`config.mk`:
```
export PLATFORM = sky130hd
export DESIGN_NAME = mul_div_unit
export DESIGN_NICKNAME = d
export VERILOG_FILES = /design/src/rtl/mul_div_unit_pkg.sv /design/src/rtl/muldiv_iter_core.sv /design/src/rtl/mul_div_unit.sv
export SDC_FILE = /design/constraint.sdc
export NUM_CORES = 1
export LEC_CHECK = 0
export BUFFER_PORTS_ARGS = -buffer_cell sky130_fd_sc_hd__buf_2
export CORE_MARGIN = 3
export CORE_UTILIZATION = 45
export CTS_CLUSTER_SIZE = 14
export DETAILED_ROUTE_END_ITERATION = 10
export PLACE_DENSITY_LB_ADDON = 0.2
export SLEW_MARGIN = 20
export SYNTH_ARGS = -nofsm -noshare
export SYNTH_HDL_FRONTEND = slang
export SYNTH_SLANG_ARGS = --single-unit
```
`constraint.sdc`:
```
create_clock -name clk -period 3.7 [get_ports clk]
set_input_delay 0.74 -clock clk [delete_from_list [all_inputs] [get_ports clk]]
set_output_delay 0.74 -clock clk [all_outputs]
set_load 0.005 [all_outputs]
```
`src/rtl/mul_div_unit_pkg.sv`:
```
// ============================================================================
// Module : mul_div_unit_pkg
// Brief  : Shared op encodings, FSM state type and default sizes for the
//          MIPS multiply/divide unit.
// Rev    : 1.0
// ============================================================================
`default_nettype none

package mul_div_unit_pkg;

  localparam int DEFAULT_WIDTH = 32;
  localparam int DEFAULT_CNT_W = 6;

  localparam logic [1:0] OP_MULT  = 2'b00;
  localparam logic [1:0] OP_MULTU = 2'b01;
  localparam logic [1:0] OP_DIV   = 2'b10;
  localparam logic [1:0] OP_DIVU  = 2'b11;

  typedef enum logic [1:0] {
    S_IDLE   = 2'd0,
    S_RUN    = 2'd1,
    S_FINISH = 2'd2
  } state_t;

endpackage

`default_nettype wire

```
`src/rtl/muldiv_iter_core.sv`:
```
// ============================================================================
// Module : muldiv_iter_core
// Brief  : 2*WIDTH shift register with one shift-add (multiply) or one
//          restoring-subtract (divide) step per enabled cycle.
// Rev    : 1.0
// ============================================================================
`default_nettype none

module muldiv_iter_core
  import mul_div_unit_pkg::*;
#(
  parameter int WIDTH = DEFAULT_WIDTH
) (
  input  logic                 clk,
  input  logic                 reset,
  input  logic                 load_i,
  input  logic                 step_i,
  input  logic                 div_mode_i,
  input  logic [2*WIDTH-1:0]   acc_init_i,
  input  logic [WIDTH-1:0]     operand_i,
  output logic [2*WIDTH-1:0]   acc_o
);

  logic [2*WIDTH-1:0] acc_q, acc_d;
  logic [WIDTH-1:0]   opnd_q, opnd_d;
  logic [WIDTH:0]     sum, diff;

  // Multiply: upper half accumulates, lower half holds the unconsumed
  // multiplier bits. Divide: upper half is the partial remainder, lower half
  // shifts dividend bits out and quotient bits in.
  always_comb begin
    sum    = {1'b0, acc_q[2*WIDTH-1:WIDTH]} + (acc_q[0] ? {1'b0, opnd_q} : '0);
    diff   = acc_q[2*WIDTH-1:WIDTH-1] - {1'b0, opnd_q};
    acc_d  = acc_q;
    opnd_d = opnd_q;
    if (load_i) begin
      acc_d  = acc_init_i;
      opnd_d = operand_i;
    end else if (step_i) begin
      if (div_mode_i) begin
        if (!diff[WIDTH]) acc_d = {diff[WIDTH-1:0], acc_q[WIDTH-2:0], 1'b1};
        else              acc_d = {acc_q[2*WIDTH-2:0], 1'b0};
      end else begin
        acc_d = {sum, acc_q[WIDTH-1:1]};
      end
    end
  end

  always_ff @(posedge clk) begin
    if (reset) begin
      acc_q  <= '0;
      opnd_q <= '0;
    end else begin
      acc_q  <= acc_d;
      opnd_q <= opnd_d;
    end
  end

  assign acc_o = acc_q;

endmodule

`default_nettype wire

```
`src/rtl/mul_div_unit.sv`:
```
// ============================================================================
// Module : mul_div_unit
// Brief  : Multi-cycle MIPS MULT/MULTU/DIV/DIVU unit with HI/LO registers.
//          Define MULDIV_FAST_MUL_EN for a single-cycle combinational multiply.
// Rev    : 1.0
// ============================================================================
`default_nettype none

module mul_div_unit
  import mul_div_unit_pkg::*;
#(
  parameter int WIDTH = DEFAULT_WIDTH,
  parameter int CNT_W = DEFAULT_CNT_W
) (
  input  logic             clk,
  input  logic             reset,
  input  logic             start,
  input  logic [1:0]       op,
  input  logic [WIDTH-1:0] rs_data,
  input  logic [WIDTH-1:0] rt_data,
  input  logic             hi_we,
  input  logic             lo_we,
  input  logic [WIDTH-1:0] wdata,
  output logic [WIDTH-1:0] hi,
  output logic [WIDTH-1:0] lo,
  output logic             busy,
  output logic             done
);

  state_t             state_q, state_d;
  logic [CNT_W-1:0]   cnt_q;
  logic               is_div_q, neg_q_q, neg_r_q, divz_q, done_q;
  logic [WIDTH-1:0]   dvd_q, hi_q, lo_q;

  logic               op_div, op_signed, rs_neg, rt_neg, fast_mul;
  logic               core_load, core_step;
  logic [WIDTH-1:0]   rs_mag, rt_mag;
  logic [2*WIDTH-1:0] acc_init, acc;
  logic [2*WIDTH-1:0] prod_s;
  logic [WIDTH-1:0]   quo_s, rem_s;

  assign op_div    = (op == OP_DIV) || (op == OP_DIVU);
  assign op_signed = (op == OP_MULT) || (op == OP_DIV);
  assign rs_neg    = op_signed & rs_data[WIDTH-1];
  assign rt_neg    = op_signed & rt_data[WIDTH-1];
  assign rs_mag    = rs_neg ? -rs_data : rs_data;
  assign rt_mag    = rt_neg ? -rt_data : rt_data;

`ifdef MULDIV_FAST_MUL_EN
  assign fast_mul = !op_div;
  assign acc_init = op_div ? {{WIDTH{1'b0}}, rs_mag}
                           : ({{WIDTH{1'b0}}, rs_mag} * {{WIDTH{1'b0}}, rt_mag});
`else
  assign fast_mul = 1'b0;
  assign acc_init = {{WIDTH{1'b0}}, rs_mag};
`endif

  muldiv_iter_core #(.WIDTH(WIDTH)) u_core (
    .clk        (clk),
    .reset      (reset),
    .load_i     (core_load),
    .step_i     (core_step),
    .div_mode_i (is_div_q),
    .acc_init_i (acc_init),
    .operand_i  (rt_mag),
    .acc_o      (acc)
  );

  always_ff @(posedge clk) begin
    if (reset) state_q <= S_IDLE;
    else       state_q <= state_d;
  end

  always_comb begin
    state_d = state_q;
    case (state_q)
      S_IDLE:   if (start) state_d = fast_mul ? S_FINISH : S_RUN;
      S_RUN:    if (cnt_q == '0) state_d = S_FINISH;
      S_FINISH: state_d = S_IDLE;
      default:  state_d = S_IDLE;
    endcase
  end

  always_comb begin
    busy      = (state_q != S_IDLE);
    done      = done_q;
    hi        = hi_q;
    lo        = lo_q;
    core_load = (state_q == S_IDLE) && start;
    core_step = (state_q == S_RUN);
  end

  // Remainder follows the dividend's sign; quotient/product follow the XOR.
  assign prod_s = neg_q_q ? -acc : acc;
  assign quo_s  = neg_q_q ? -acc[WIDTH-1:0] : acc[WIDTH-1:0];
  assign rem_s  = neg_r_q ? -acc[2*WIDTH-1:WIDTH] : acc[2*WIDTH-1:WIDTH];

  always_ff @(posedge clk) begin
    if (reset) begin
      cnt_q    <= '0;
      is_div_q <= 1'b0;
      neg_q_q  <= 1'b0;
      neg_r_q  <= 1'b0;
      divz_q   <= 1'b0;
      dvd_q    <= '0;
      hi_q     <= '0;
      lo_q     <= '0;
      done_q   <= 1'b0;
    end else begin
      done_q <= 1'b0;
      case (state_q)
        S_IDLE: begin
          if (start) begin
            cnt_q    <= CNT_W'(WIDTH - 1);
            is_div_q <= op_div;
            neg_q_q  <= rs_neg ^ rt_neg;
            neg_r_q  <= rs_neg;
            divz_q   <= op_div && (rt_data == '0);
            dvd_q    <= rs_data;
          end else begin
            if (hi_we) hi_q <= wdata;
            if (lo_we) lo_q <= wdata;
          end
        end
        S_RUN: begin
          if (cnt_q != '0) cnt_q <= cnt_q - 1'b1;
        end
        S_FINISH: begin
          done_q <= 1'b1;
          if (!is_div_q) begin
            hi_q <= prod_s[2*WIDTH-1:WIDTH];
            lo_q <= prod_s[WIDTH-1:0];
          end else if (divz_q) begin
            hi_q <= dvd_q;
            lo_q <= '1;
          end else begin
            hi_q <= rem_s;
            lo_q <= quo_s;
          end
        end
        default: ;
      endcase
    end
  end

endmodule

`default_nettype wire

```
* Word level (Yosys, flattened, before mapping) *
Index checks and enable logic that the tools add are counted.

storage, ports and cells
  register bits = 205
  bits in latches = 0
  memory bits (writable) = 0
  memory bits (read-only) = 0
  input port bits = 103
  output and inout bits = 66
  memories kept = 0

operators by class
  add/subtract/negate cells = 8
  multipliers = 0
  div/mod/pow operators = 0
  order comparisons = 0
  eq/ne operators = 10
  shifts and indexed selects = 0
  multiplexer cells = 27
  bitwise operators = 3
  reduce and logical (&&, ||, !) cells = 19

operator list
  kind                 count
  $mux 32              15
  $mux 64              3
  $neg 32->32          4
  $pmux 32 s2          2
  $neg 64->64          1
  $add 32x32->33       1
  $sub 33x32->33       1
  $logic_not 32->1     1
  $mux 6               2
  $pmux 6 s2           1
  $reduce_and 3->1     3
  $ne 2x2->1 const B   4
  $reduce_bool 2->1    4
  $eq 2x2->1 const B   3
  $logic_not 6->1      1
  $reduce_bool 6->1    1
  $sub 6x1->6 const B  1
  $logic_not 2->1      2
  $mux 2               2
  $ne 2x1->1 const B   2
  $pmux 2 s2           1
  $reduce_and 2->1     2
  $and 1x1->1          2
  $eq 2x1->1 const B   1
  5 further kinds      7

* Longest topological paths before layout *
  depth after elaboration = 5
  mapped depth = 15
  depth with buffers taken out = 13

* Cells and area by module *
A second synthesis with hierarchy kept.

unflattened totals
  cells, all modules = 2,374
  area, all modules = 17,528.1 µm²

by module, submodules not included
  module            instances  cells an instance  area an instance (µm²)
  mul_div_unit      1          1,229              8,795.9
  muldiv_iter_core  1          1,145              8,732.1

* Worst setup path after synthesis *
No wires, ideal clock.

  path type = register -> register
  start point = register u_core.acc_q[0] (netlist: u_core.acc_o[0])
  end point = register u_core.acc_q[62] (netlist: u_core.acc_o[62])
  setup time = 0.117 ns
  data arrival time = 3.284 ns
  required time = 3.583 ns
  setup slack = 0.299 ns
  stages on the path, launching flop included = 15
  period minus slack after synthesis = 3.401 ns
  cells stage by stage = dfxtp_1 > inv_1 > clkbuf_1 > nor2_1 > ha_1 > nand2_1 > o31ai_1 > a31oi_1 > o41ai_1 > a31oi_1 > o21a_1 > o21ai_0 > o41ai_1 > mux2i_1 > a22o_1

on the way
  cells in the longest elaborated chain, start to end = 3

ends and longest elaborated chain
  element                   RTL line                RTL
  start: declaration        muldiv_iter_core.sv:24  logic [2*WIDTH-1:0] acc_q, acc_d;
  start signal: assignment  muldiv_iter_core.sv:51  acc_q <= '0;
  start signal: assignment  muldiv_iter_core.sv:54  acc_q <= acc_d;
  $mux 32                   muldiv_iter_core.sv:32  sum = {1'b0, acc_q[2*WIDTH-1:WIDTH]} + (acc_q[0] ? {1'b0, opnd_q} : '0);
  $add 32x32->33            muldiv_iter_core.sv:32
  $mux 64                   muldiv_iter_core.sv:40  if (div_mode_i) begin

No other way between the ends.
A chain may end at the register's enable or synchronous reset.

* Final worst setup path *
  start point = register u_core.acc_q[52] (netlist: u_core.acc_o[52])
  end point = register hi_q[31] (netlist: hi[31])

on the way
  cells in the longest elaborated chain, start to end = 5

ends and longest elaborated chain
  element                 RTL line             RTL
  $neg 32->32             mul_div_unit.sv:96   assign rem_s = neg_r_q ? -acc[2*WIDTH-1:WIDTH] : acc[2*WIDTH-1:WIDTH];
  $mux 32                 mul_div_unit.sv:96
  $mux 32                 mul_div_unit.sv:133  end else if (divz_q) begin
  $mux 32 (*)             mul_div_unit.sv:130  if (!is_div_q) begin
  $pmux 32 s2 (*)         mul_div_unit.sv:111  case (state_q)
  end signal: assignment  mul_div_unit.sv:131  hi_q <= prod_s[2*WIDTH-1:WIDTH];
  end signal: assignment  mul_div_unit.sv:134  hi_q <= dvd_q;
  end signal: assignment  mul_div_unit.sv:137  hi_q <= rem_s;
  end: declaration        mul_div_unit.sv:33   logic [WIDTH-1:0] dvd_q, hi_q, lo_q;

Mark *: on every way between the ends. The rest lies on a longest branch, timed or not.

==> impl_metrics.tcl <==
set metrics [dict create \
    cts_root_buf "clkbuf_16" \
    vdd_drop_max_uv 326.2 \
    critical_path.max_fanout 10 \
    grt_max_degree 154 \
    rows 68 \
    synthesis.area_sq_um 15920 \
    drt_pass1_iterations 5 \
    hold_path_class "input port to flop" \
    synthArstFlopShare_pct 0 \
    placement.cell_area_sq_um 17320 \
    drc_errors 0 \
    final_cell_mix "nand2_1, nor2_1, a21oi_1" \
    cts_buffers 26 \
    die-area_sq_um 37670 \
    finalMaxSlewViolations 0 \
    die_h_um 194.1 \
    clock.fmax_mhz 279.5 \
    synth_area_leaders "dfxtp_1, xnor2_1, a21oi_1" \
    synth_seq_cells 205 \
    cts_buffer_depth 3 \
    ys_types 76 \
    grt_pass1_vias 15555 \
    p_leak_nw 7.342 \
    grt_first_pass_wirelength_um 89350 \
    num-nets-final 2436 \
    slew_headroom_pct 30.06 \
    finalCritPeriodShare_pct 96.70 \
    skew_ns 0.03023 \
    die_w_um 194.1 \
    ios 169 \
    start_kind "flop" \
    place_congestion 0.9894 \
    antenna_found_initial 0 \
    critPathArrivalTime_ns 4.08 \
    postRouteWirelength_um 58290 \
    pwr_density_cell_nw_per_um2 430.9 \
    core_area_sq_um 34710 \
    layout-drive-gt1-share_pct 15.18 \
    track_usage_pct 29.33 \
    synth_area_per_cell_sq_um 7.370 \
    vias 16700 \
    min_period_ns 3.578 \
    fin_setup_tns_ns 0 \
    final_hold_viol_count 0 \
    hold_buffers 0 \
    htree_num_levels 1 \
    wl_per_cell_um 21.31 \
    cts.sinks 205 \
    nFillCells 3482 \
    numPortBuffers 168 \
    synth_top_area_share_pct 25.78 \
    synth_top_cell_by_area "dfxtp_1" \
    first_iter_violations 1677 \
    postSynthCellCount 2160 \
    finalSetupViolCount 0 \
    clock_latency_ns 0.56 \
    synth_edf_count 0 \
    antenna_cells 0 \
    seq_area_frac_synth_pct 25.78 \
    grt-ovfl-total 0 \
    antenna_left 0 \
    postLayoutCellArea_sq_um 18320 \
    cts-resized-gates 1 \
    cp-end-kind "flop" \
    cts_tree "yes" \
    mostFrequentLayoutCell "nand2_1" \
    cp.required_ns 4.20 \
    worstMarginPinSlew_ns 1.045 \
    total_power_mw 7.895 \
    path_clk_slew_ns 0.06 \
    cap_violations 0 \
    syn2layout_area_growth_pct 15.08 \
    fin_hold_ws_ns 0.4436 \
    synthFlopType "dfxtp_1" \
    via_per_inst 6.106 \
    postCtsSetupBuffers 0 \
    fin_ws_ns 0.1222 \
    initial_core_util_pct 45.86 \
    outcome "completed" \
    dp_hpwl_um 44350 \
    yosysWarnings 0 \
    critical_path_class "flop to flop" \
    synth_fp_nets 2335 \
    place_ws_ns -0.05143 \
]
## worst paths after layout
check | startpoint | endpoint | slack, ns | cells past startpoint
max | u_core.acc_o[52] | hi[31] | 0.12 | 9
min | op[1] | is_div_q | 0.44 | 3
max reg2reg | u_core.acc_o[52] | hi[31] | 0.12 | 9
min reg2reg | lo[10] | lo[10] | 0.45 | 2
## critical path, cell delays in order (launching register included)
cell,delay [ns]
dfxtp_1,0.47
or4_1,0.61
or3_1,0.44
or3_1,0.39
or3_1,0.36
o21ai_0,0.24
xnor2_1,0.15
mux2i_1,0.10
a2111oi_0,0.60
a22o_1,0.20
## kinds of logic (layout without fill, tap and decap cells)
| kind of cell | count (synthesis) | count (layout) | share of synthesized area (%) |
|---|---|---|---|
| simple gates | 666 | 666 | 19.00 |
| buf+inv | 246 | 366 | 5.973 |
| flops | 205 | 205 | 25.78 |
| mux | 77 | 77 | 4.943 |
| compound gates | 692 | 692 | 27.44 |
| xor+xnor | 202 | 202 | 11.11 |
| fa+ha+maj | 72 | 72 | 5.753 |
## cell type report
type                       count  area, sq um  area share, %
sequential                   205         4114          22.45
tap                          455        569.3          3.107
timing repair buffer         248         1490          8.134
inverter                      71        266.5          1.455
clock buffer                  34        730.7          3.988
clock inverter                13        235.2          1.284
multi-input combinational   1709        10920          59.58
## per-stage QoR
step,cells,utilization [%]
2_1_floorplan,2160,-
3_3_place_gp,2688,49.88
3_5_place_dp,2688,49.88
4_1_cts,2735,52.68
5_1_grt,2735,52.78
6_report,2735,52.78
## synthesized netlist by cell type, drive strengths merged (4+ instances only)
cell,count
o221ai,33
a22oi,10
xor2,66
and2,8
mux2,13
a311oi,15
nand2,238
ha,70
clkbuf,153
a2111oi,11
a221oi,6
and3,9
or2,9
nor2,224
nand2b,17
o21a,11
xnor2,136
a31o,5
nor4,19
or4,9
a22o,6
a211o,4
a31oi,16
a21oi,222
o21bai,9
buf,22
o211ai,20
or3,29
dfxtp,205
nand3,25
mux2i,64
nor3,40
nand4,13
a211oi,83
a21o,22
o31ai,24
o21ai,163
inv,70
nor2b,11
o41ai,11
## metal layers
metal  up-vias  part of all wire [%]  track usage (%)
met2       743                    43            44.89
met5         -                     0                0
met4         0                   3.4            8.830
met1      7901                    44            42.15
met3       106                   9.2            5.213
li1       7950                     -                -
## flip-flops by register name, summed over array words and instances, names as in the netlist
| register | cells |
|---|---|
| u_core.acc_o | 64 |
| dvd_q | 32 |
| hi | 32 |
| lo | 32 |
| u_core.opnd_q | 32 |
| cnt_q | 6 |
| state_q | 2 |
| divz_q | 1 |
| done | 1 |
| is_div_q | 1 |
| neg_q_q | 1 |
| neg_r_q | 1 |
## power by group
group / internal (mW) / leakage (nW) / switching [mW]
registers: 2.39 / 1.69 / 0.193
logic: 0.942 / 5.19 / 1.50
clock network: 1.81 / 0.468 / 1.07
total: 5.14 / 7.34 / 2.76
Note: power is estimated with default switching activity, not from simulation.
